## src/rtl/bkp_uart_rx.sv

```systemverilog
// bkp_uart_rx
// ----------------------------------------------------------------------------
// Receives the BKP configuration UART line and produces one-cycle byte strobes
// for the slip2d motion controller. The line format is 8N1, LSB first, with an
// idle-high line. The receiver rejects short start-bit glitches, checks the
// stop bit, and waits out a held-low line (break) before accepting new frames.
//
// Optional build macro:
//   BKP_UART_PARITY_EN  - receive 8E1 frames, with a PARITY state after DATA
//                         and an extra parity_err_o strobe.
//
// Parameters:
//   sys_freq  system clock frequency in Hz
//   baud      line rate in bit/s (DIV = sys_freq/baud, must be >= 4)
//
// Ports:
//   clk              system clock, rising edge
//   rst              synchronous active-high reset
//   rx_i             asynchronous UART line, idle high
//   BKPuart_ready_o  one-cycle strobe, BKPuart_data_o holds a new valid byte
//   BKPuart_data_o   last valid byte received, held between strobes
//   frame_err_o      one-cycle strobe when the stop bit is sampled low
//   parity_err_o     (parity build only) one-cycle strobe on an even-parity error
//   busy_o           high whenever the receiver is not idle
// ----------------------------------------------------------------------------
module bkp_uart_rx #(
  parameter int sys_freq = 50_000_000,
  parameter int baud     = 115_200
) (
  input  logic       clk,
  input  logic       rst,
  input  logic       rx_i,
  output logic       BKPuart_ready_o,
  output logic [7:0] BKPuart_data_o,
  output logic       frame_err_o,
`ifdef BKP_UART_PARITY_EN
  output logic       parity_err_o,
`endif
  output logic       busy_o
);

  localparam int DIV = sys_freq / baud;

  // Terminal counts: the start bit is checked at its midpoint, every later bit
  // one full bit period after the previous sample, so samples stay mid-bit.
  localparam logic [15:0] HALF_TC = 16'(DIV / 2 - 1);
  localparam logic [15:0] FULL_TC = 16'(DIV - 1);

  generate
    if (DIV < 4) begin : g_div_check
      $error("bkp_uart_rx: sys_freq/baud must be at least 4");
    end
  endgenerate

  typedef enum logic [2:0] {
    ST_IDLE,
    ST_START,
    ST_DATA,
`ifdef BKP_UART_PARITY_EN
    ST_PARITY,
`endif
    ST_STOP,
    ST_BREAK
  } state_t;

  state_t      state, state_next;
  logic [15:0] cnt, cnt_next;
  logic [2:0]  bit_idx, idx_next;
  logic [7:0]  shreg, shreg_next;
  logic        ready_next;
  logic        ferr_next;
  logic        rx_meta, rx_s, rx_prev;
`ifdef BKP_UART_PARITY_EN
  logic        par_bit, par_next;
  logic        perr_next;
`endif

  // Two-stage synchronizer plus a history stage for falling-edge detection.
  // Loading ones on reset makes the line look idle, so no frame starts until
  // the synchronized line is actually seen going low.
  always_ff @(posedge clk) begin
    if (rst) begin
      rx_meta <= 1'b1;
      rx_s    <= 1'b1;
      rx_prev <= 1'b1;
    end else begin
      rx_meta <= rx_i;
      rx_s    <= rx_meta;
      rx_prev <= rx_s;
    end
  end

  // State register and registered outputs. busy_o follows the next state so it
  // is high exactly while the registered state is not IDLE.
  always_ff @(posedge clk) begin
    if (rst) begin
      state           <= ST_IDLE;
      cnt             <= '0;
      bit_idx         <= '0;
      shreg           <= '0;
      BKPuart_ready_o <= 1'b0;
      BKPuart_data_o  <= '0;
      frame_err_o     <= 1'b0;
      busy_o          <= 1'b0;
`ifdef BKP_UART_PARITY_EN
      par_bit         <= 1'b0;
      parity_err_o    <= 1'b0;
`endif
    end else begin
      state           <= state_next;
      cnt             <= cnt_next;
      bit_idx         <= idx_next;
      shreg           <= shreg_next;
      BKPuart_ready_o <= ready_next;
      frame_err_o     <= ferr_next;
      busy_o          <= (state_next != ST_IDLE);
      if (ready_next) begin
        BKPuart_data_o <= shreg;
      end
`ifdef BKP_UART_PARITY_EN
      par_bit         <= par_next;
      parity_err_o    <= perr_next;
`endif
    end
  end

  // Next-state logic. The counter restarts at zero whenever a state is entered
  // and whenever it reaches its terminal count within a state.
  always_comb begin
    state_next = state;
    cnt_next   = cnt + 16'd1;
    idx_next   = bit_idx;
    shreg_next = shreg;
    ready_next = 1'b0;
    ferr_next  = 1'b0;
`ifdef BKP_UART_PARITY_EN
    par_next   = par_bit;
    perr_next  = 1'b0;
`endif
    case (state)
      ST_IDLE: begin
        cnt_next = '0;
        if (rx_prev && !rx_s) begin
          state_next = ST_START;
        end
      end
      ST_START: begin
        if (cnt == HALF_TC) begin
          cnt_next = '0;
          if (rx_s) begin
            state_next = ST_IDLE;
          end else begin
            state_next = ST_DATA;
            idx_next   = 3'd0;
          end
        end
      end
      ST_DATA: begin
        if (cnt == FULL_TC) begin
          cnt_next            = '0;
          shreg_next[bit_idx] = rx_s;
          if (bit_idx == 3'd7) begin
`ifdef BKP_UART_PARITY_EN
            state_next = ST_PARITY;
`else
            state_next = ST_STOP;
`endif
          end else begin
            idx_next = bit_idx + 3'd1;
          end
        end
      end
`ifdef BKP_UART_PARITY_EN
      ST_PARITY: begin
        if (cnt == FULL_TC) begin
          cnt_next   = '0;
          par_next   = rx_s;
          state_next = ST_STOP;
        end
      end
`endif
      ST_STOP: begin
        if (cnt == FULL_TC) begin
          cnt_next = '0;
          if (rx_s) begin
            state_next = ST_IDLE;
`ifdef BKP_UART_PARITY_EN
            // Even parity: data bits plus parity bit must XOR to zero.
            if (^{shreg, par_bit}) begin
              perr_next = 1'b1;
            end else begin
              ready_next = 1'b1;
            end
`else
            ready_next = 1'b1;
`endif
          end else begin
            ferr_next  = 1'b1;
            state_next = ST_BREAK;
          end
        end
      end
      ST_BREAK: begin
        // Only a full bit period of continuous idle line ends the break.
        if (!rx_s) begin
          cnt_next = '0;
        end else if (cnt == FULL_TC) begin
          cnt_next   = '0;
          state_next = ST_IDLE;
        end
      end
      default: begin
        state_next = ST_IDLE;
        cnt_next   = '0;
      end
    endcase
  end

endmodule

```

## config.mk

```make
export PLATFORM = sky130hd
export DESIGN_NAME = bkp_uart_rx
export DESIGN_NICKNAME = d
export VERILOG_FILES = /design/src/rtl/bkp_uart_rx.sv
export SDC_FILE = /design/constraint.sdc
export NUM_CORES = 1
export LEC_CHECK = 0
export CORE_UTILIZATION = 25
export CTS_CLUSTER_DIAMETER = 200
export DETAILED_ROUTE_END_ITERATION = 7
export HOLD_SLACK_MARGIN = 0.15
export PLACE_DENSITY = 0.53
export SETUP_SLACK_MARGIN = 0.05
export SLEW_MARGIN = 10
export SYNTH_ARGS = -nofsm -noshare
export SYNTH_HDL_FRONTEND = slang
export SYNTH_SLANG_ARGS = --single-unit
```

## constraint.sdc

```tcl
create_clock -name clk -period 2.9 [get_ports clk]
set_input_delay 0.87 -clock clk [delete_from_list [all_inputs] [get_ports clk]]
set_output_delay 0.87 -clock clk [all_outputs]
set_load 0.005 [all_outputs]
```

After elaboration in Yosys (flattened, before gate mapping) --
Index checks and enable logic that the tools add are counted.
Word-level totals: register bits 44, input bits 3, output and inout bits 11, word-level logic and storage cells 64
Operators by class: $add $sub $neg 2, magnitude comparators 2, eq/ne operators 11, mux-type cells 26, bitwise gates (word level) 2, reduce and logical (&&, ||, !) cells 10
Operators with widths (number):
- 16-bit two-way mux | 3
- 16-bit case mux with 3 select lines | 1
- 3-bit two-way mux | 12
- 16-bit by 1-bit adder with 16-bit output (second input constant) | 1
- 16-bit by 8-bit == test with 1-bit output (second input constant) | 1
- 16-bit by 9-bit == test with 1-bit output (second input constant) | 1
- 3-bit case mux with 5 select lines | 1
- 8-bit bitwise mux | 1
- 2-bit != test (second input constant) | 4
- 3-bit by 2-bit == test with 1-bit output (second input constant) | 2
- 3-bit == test (second input constant) | 2
- 3-bit case mux with 2 select lines | 1
- 1-bit two-way mux | 5
- 5-bit AND reduction | 1
- 3-bit by 4-bit < comparator with 1-bit output (second input constant) | 1
- 3-bit by 1-bit adder with 3-bit output (second input constant) | 1
- 1-bit demux with 3-bit select | 1
- 3-bit by 1-bit == test with 1-bit output (second input constant) | 1
- 3-bit by 1-bit greater-or-equal comparator with 1-bit output (second input constant) | 1
- 3-bit logical NOT | 1
- 3-bit nonzero test | 1
- 3-bit OR reduction | 1
- 1-bit logical AND | 2
- 2-bit two-way mux | 1
- other kinds (5) | 6

Longest topological paths before layout --
word-level depth 5, gate-level depth with buffers 9, mapped depth without buffers 7

Worst setup path after synthesis --
OpenSTA, ideal clock, no wires.
path kind input -> register, start point input port rst, end point register busy_o, library setup time 0.127 ns, arrival time 1.731 ns, data required time 2.773 ns, slack 1.042 ns, stages on the path 5, buffers on the path 1, cells stage by stage buf_2 > or2_2 > nor3b_1 > or2_1 > or3_1
RTL lines:
- from (decl) | line 31 | input logic rst,
- to (signal assigned) | line 116 | busy_o <= (state_next != ST_IDLE);
- to (decl) | line 39 | output logic busy_o

==> key figures <==
Power
  – Design Power: between 1000 and 1500 uW
  – Clock network power share: 0.396
  – PD cells: around 460 nW/um^2
  – Max VDD drop: 0.173 mV
  – Combinational power share: 0.021
  – P_int: 809 uW
  – Switching power: ~240 uW
  – Seq pwr share: 0.582
  – Leak: around 0.0008 uW
  – Sw Ratio: 0.226

Detailed routing
  – DRT iter0 DRCs: 90
  – Via Count: ~1500
  – ANT nets after route: 0
  – Final WL: about 3800 um
  – Wirelength per Cell: about 12 um
  – Vias/cell: roughly 4.6
  – DRC errors left: 0
  – Pre-antenna DRT Iters: 4

Synth
  – Post-synth EDFFs: 0
  – Register area share after synthesis: 0.448
  – Largest area contributor in the netlist: dfxtp_1
  – Prevailing post-synth register cell: dfxtp_1
  – Synthesized instance count: approximately 220
  – Post-Syn Nets: ~230
  – Synthesized cell area: approximately 2000 um^2
  – Synth warn: 0
  – Synth cell types: ~40
  – Ys async rst share: 0
  – Avg Cell Area, Syn: 9.07 um^2
  – Top cells by area, synth: dfxtp_1, nor2_1, mux2i_1, nand2_1, xor2_1
  – Yosys reg bits: 44
  – Post-synth top cells: dfxtp_1, nor2_1, nand2_1
  – Yosys top cell area share: 0.448
  – Top-count cell post-synth: dfxtp_1

Timing
  – Relative slew slack: 0.628
  – Peak Freq: 0.470 GHz
  – Final hold violation count: 0
  – Final setup margin: just under 800 ps
  – RSZ-0062 raised after global routing: false
  – Least-Margin Pin Slew: 557 ps
  – Final period utilization: 0.733
  – Crit path time final: roughly 2100 ps
  – Setup violators final: 0
  – Final slew viol count: 0
  – Total negative slack: 0 ps
  – Post-route clock skew: between 9 and 10 ps

Placement
  – Gpl congestion: 0.766
  – Buffers on Ports: 13
  – Pre-CTS WS: ~460 ps
  – HPWL Detailed: about 2600 um

Setup path
  – Data required, critical path: 3080 ps
  – CP max FO: 9
  – Startpoint types: primary input
  – Critical R2R Launch: cnt[1]$_SDFF_PP0_
  – Crit path capture type: flop
  – Crit Path Class: in -> reg
  – Worst Setup SP: rst
  – Critical path arrival: approximately 2300 ps

Global route
  – Met1 usage: 0.133
  – Largest net degree at the start of global routing: 20
  – Gr usage total: 0.101
  – Number of global-route vias before repair: ~1400
  – GR peak layer: met2
  – Total grt overflow: 0
  – GR Layer Usage met2: 0.153
  – First-pass GRT wire length: about 6700 um
  – Initial antenna violation count: 0
  – M3 GR Usage: 0.0253

Die
  – Core box area: roughly 7400 um^2
  – Die Span X: ~91 um
  – Ports: 14
  – Starting density of the core: 0.264
  – Die H: just over 90 um
  – Total die area: ~8200 um^2
  – Standard-cell rows: 31

Flow run
  – Max_cap viols: 0

Clock tree
  – CTS tree: done
  – Root buffer cell: clkbuf_8
  – Num CTS Buffers: 5
  – Clock Latency Late Sink: approximately 300 ps
  – Post-CTS Setup Inserts: 0
  – Worst-path clk slew: 90 ps
  – H-tree depth: 2
  – Clock buffer depth: 2
  – Post-CTS Hold Fix Bufs: 0
  – Number of clock sinks: 44
  – PostCTS Resize Cnt: 0

Layout
  – Layout cells sized above 1: 0.0779
  – Final net count: approximately 240
  – Antenna cells: 0
  – Area grow syn2layout: 16.3%

Status
  – Outcome: complete, no violations

Worst hold path
  – Hold path start: rx_meta$_SDFF_PP1_
  – Hold Path Class: reg -> reg
worst max-delay path, cell delays in order:
cell	delay (ps)
clkdlybuf4s50_1	630
or2_2	170
nor3b_1	50
or2_1	230
or3_1	360
registers in the layout (all words and copies together), names as in the netlist:
signal,cells
busy_o,1
BKPuart_data_o,8
cnt,16
frame_err_o,1
shreg,8
rx_meta,1
bit_idx,3
state,3
rx_prev,1
rx_s,1
BKPuart_ready_o,1
final timing paths:
| path | endpoint | slack (ps) | cells past startpoint |
|---|---|---|---|
| worst min register to register | rx_s$_SDFF_PP1_ | 420 | 1 |
| worst max register to register | cnt[14]$_SDFF_PP0_ | 810 | 7 |
| worst min-delay path | rx_s$_SDFF_PP1_ | 420 | 1 |
| worst max-delay path | busy_o$_SDFF_PP0_ | 770 | 5 |
cell usage in the layout, fill, tap and decap left out, drive strengths merged, types with 2 or more instances in the layout:
cell type      Yosys  layout
ha                 5       5
o21ai              3       3
clkinvlp           0       2
xnor2              5       5
nand2             24      24
dfxtp             44      44
a32o               2       2
nor3               3       3
clkbuf             5       6
nor2b              6       6
or2                4       4
nand4              8       8
and3               5       5
inv                5       5
clkdlybuf4s50      0      13
nand3              7       7
nor4bb             2       2
nand4b             4       4
buf                4       2
nor2              33      33
nor4               2       2
and2               2       2
xor2               9       9
and4               3       3
nor3b              3       3
a21oi             10      10
mux2i              9       9
layer usage:
layer,routed length [um],vias up,share of wire
met5,0,-,0
met4,80,0,0.021
met3,118,5,0.031
met2,1680,18,0.44
met1,1960,718,0.51
li1,-,773,-
power by group through the flow:
stage	sequential, uW	clock, uW	combinational, uW
finish	609	415	22.0
global route	610	459	24.8
floorplan	623	0	13.8
global placement	623	0	22.5
detailed placement	623	0	22.3
CTS	609	433	22.3
cell families after synthesis:
kind of cell | after synthesis | synth area share
AO/OA/AOI/OAI | 21 | 0.0699
XOR/XNOR | 14 | 0.0623
adder cells (fa/ha/maj) | 5 | 0.0318
buffers and inverters | 14 | 0.0324
flip-flops | 44 | 0.448
multiplexers | 9 | 0.0458
AND/OR/NAND/NOR | 110 | 0.310
area by class of cell:
class                      count  area [um^2]
fill                         812         5160
multi-input combinational    159         1020
clock buffer                   6         82.6
inverter                       5         18.8
tap                           99          124
sequential                    44          881
clock inverter                 2         15.0
timing repair buffer          15          145
per-stage QoR:
step / cells / cell area [um^2] / hold slack (ps) / util
floorplan: 217 / 1970 / 389 / -
global placement: 322 / 2190 / 392 / 0.294
detailed placement: 322 / 2190 / 401 / 0.294
CTS: 330 / 2290 / 425 / 0.307
global route: 330 / 2290 / 446 / 0.307
finish: 330 / 2290 / 418 / 0.307
Note: power is estimated with default switching activity, not from simulation.
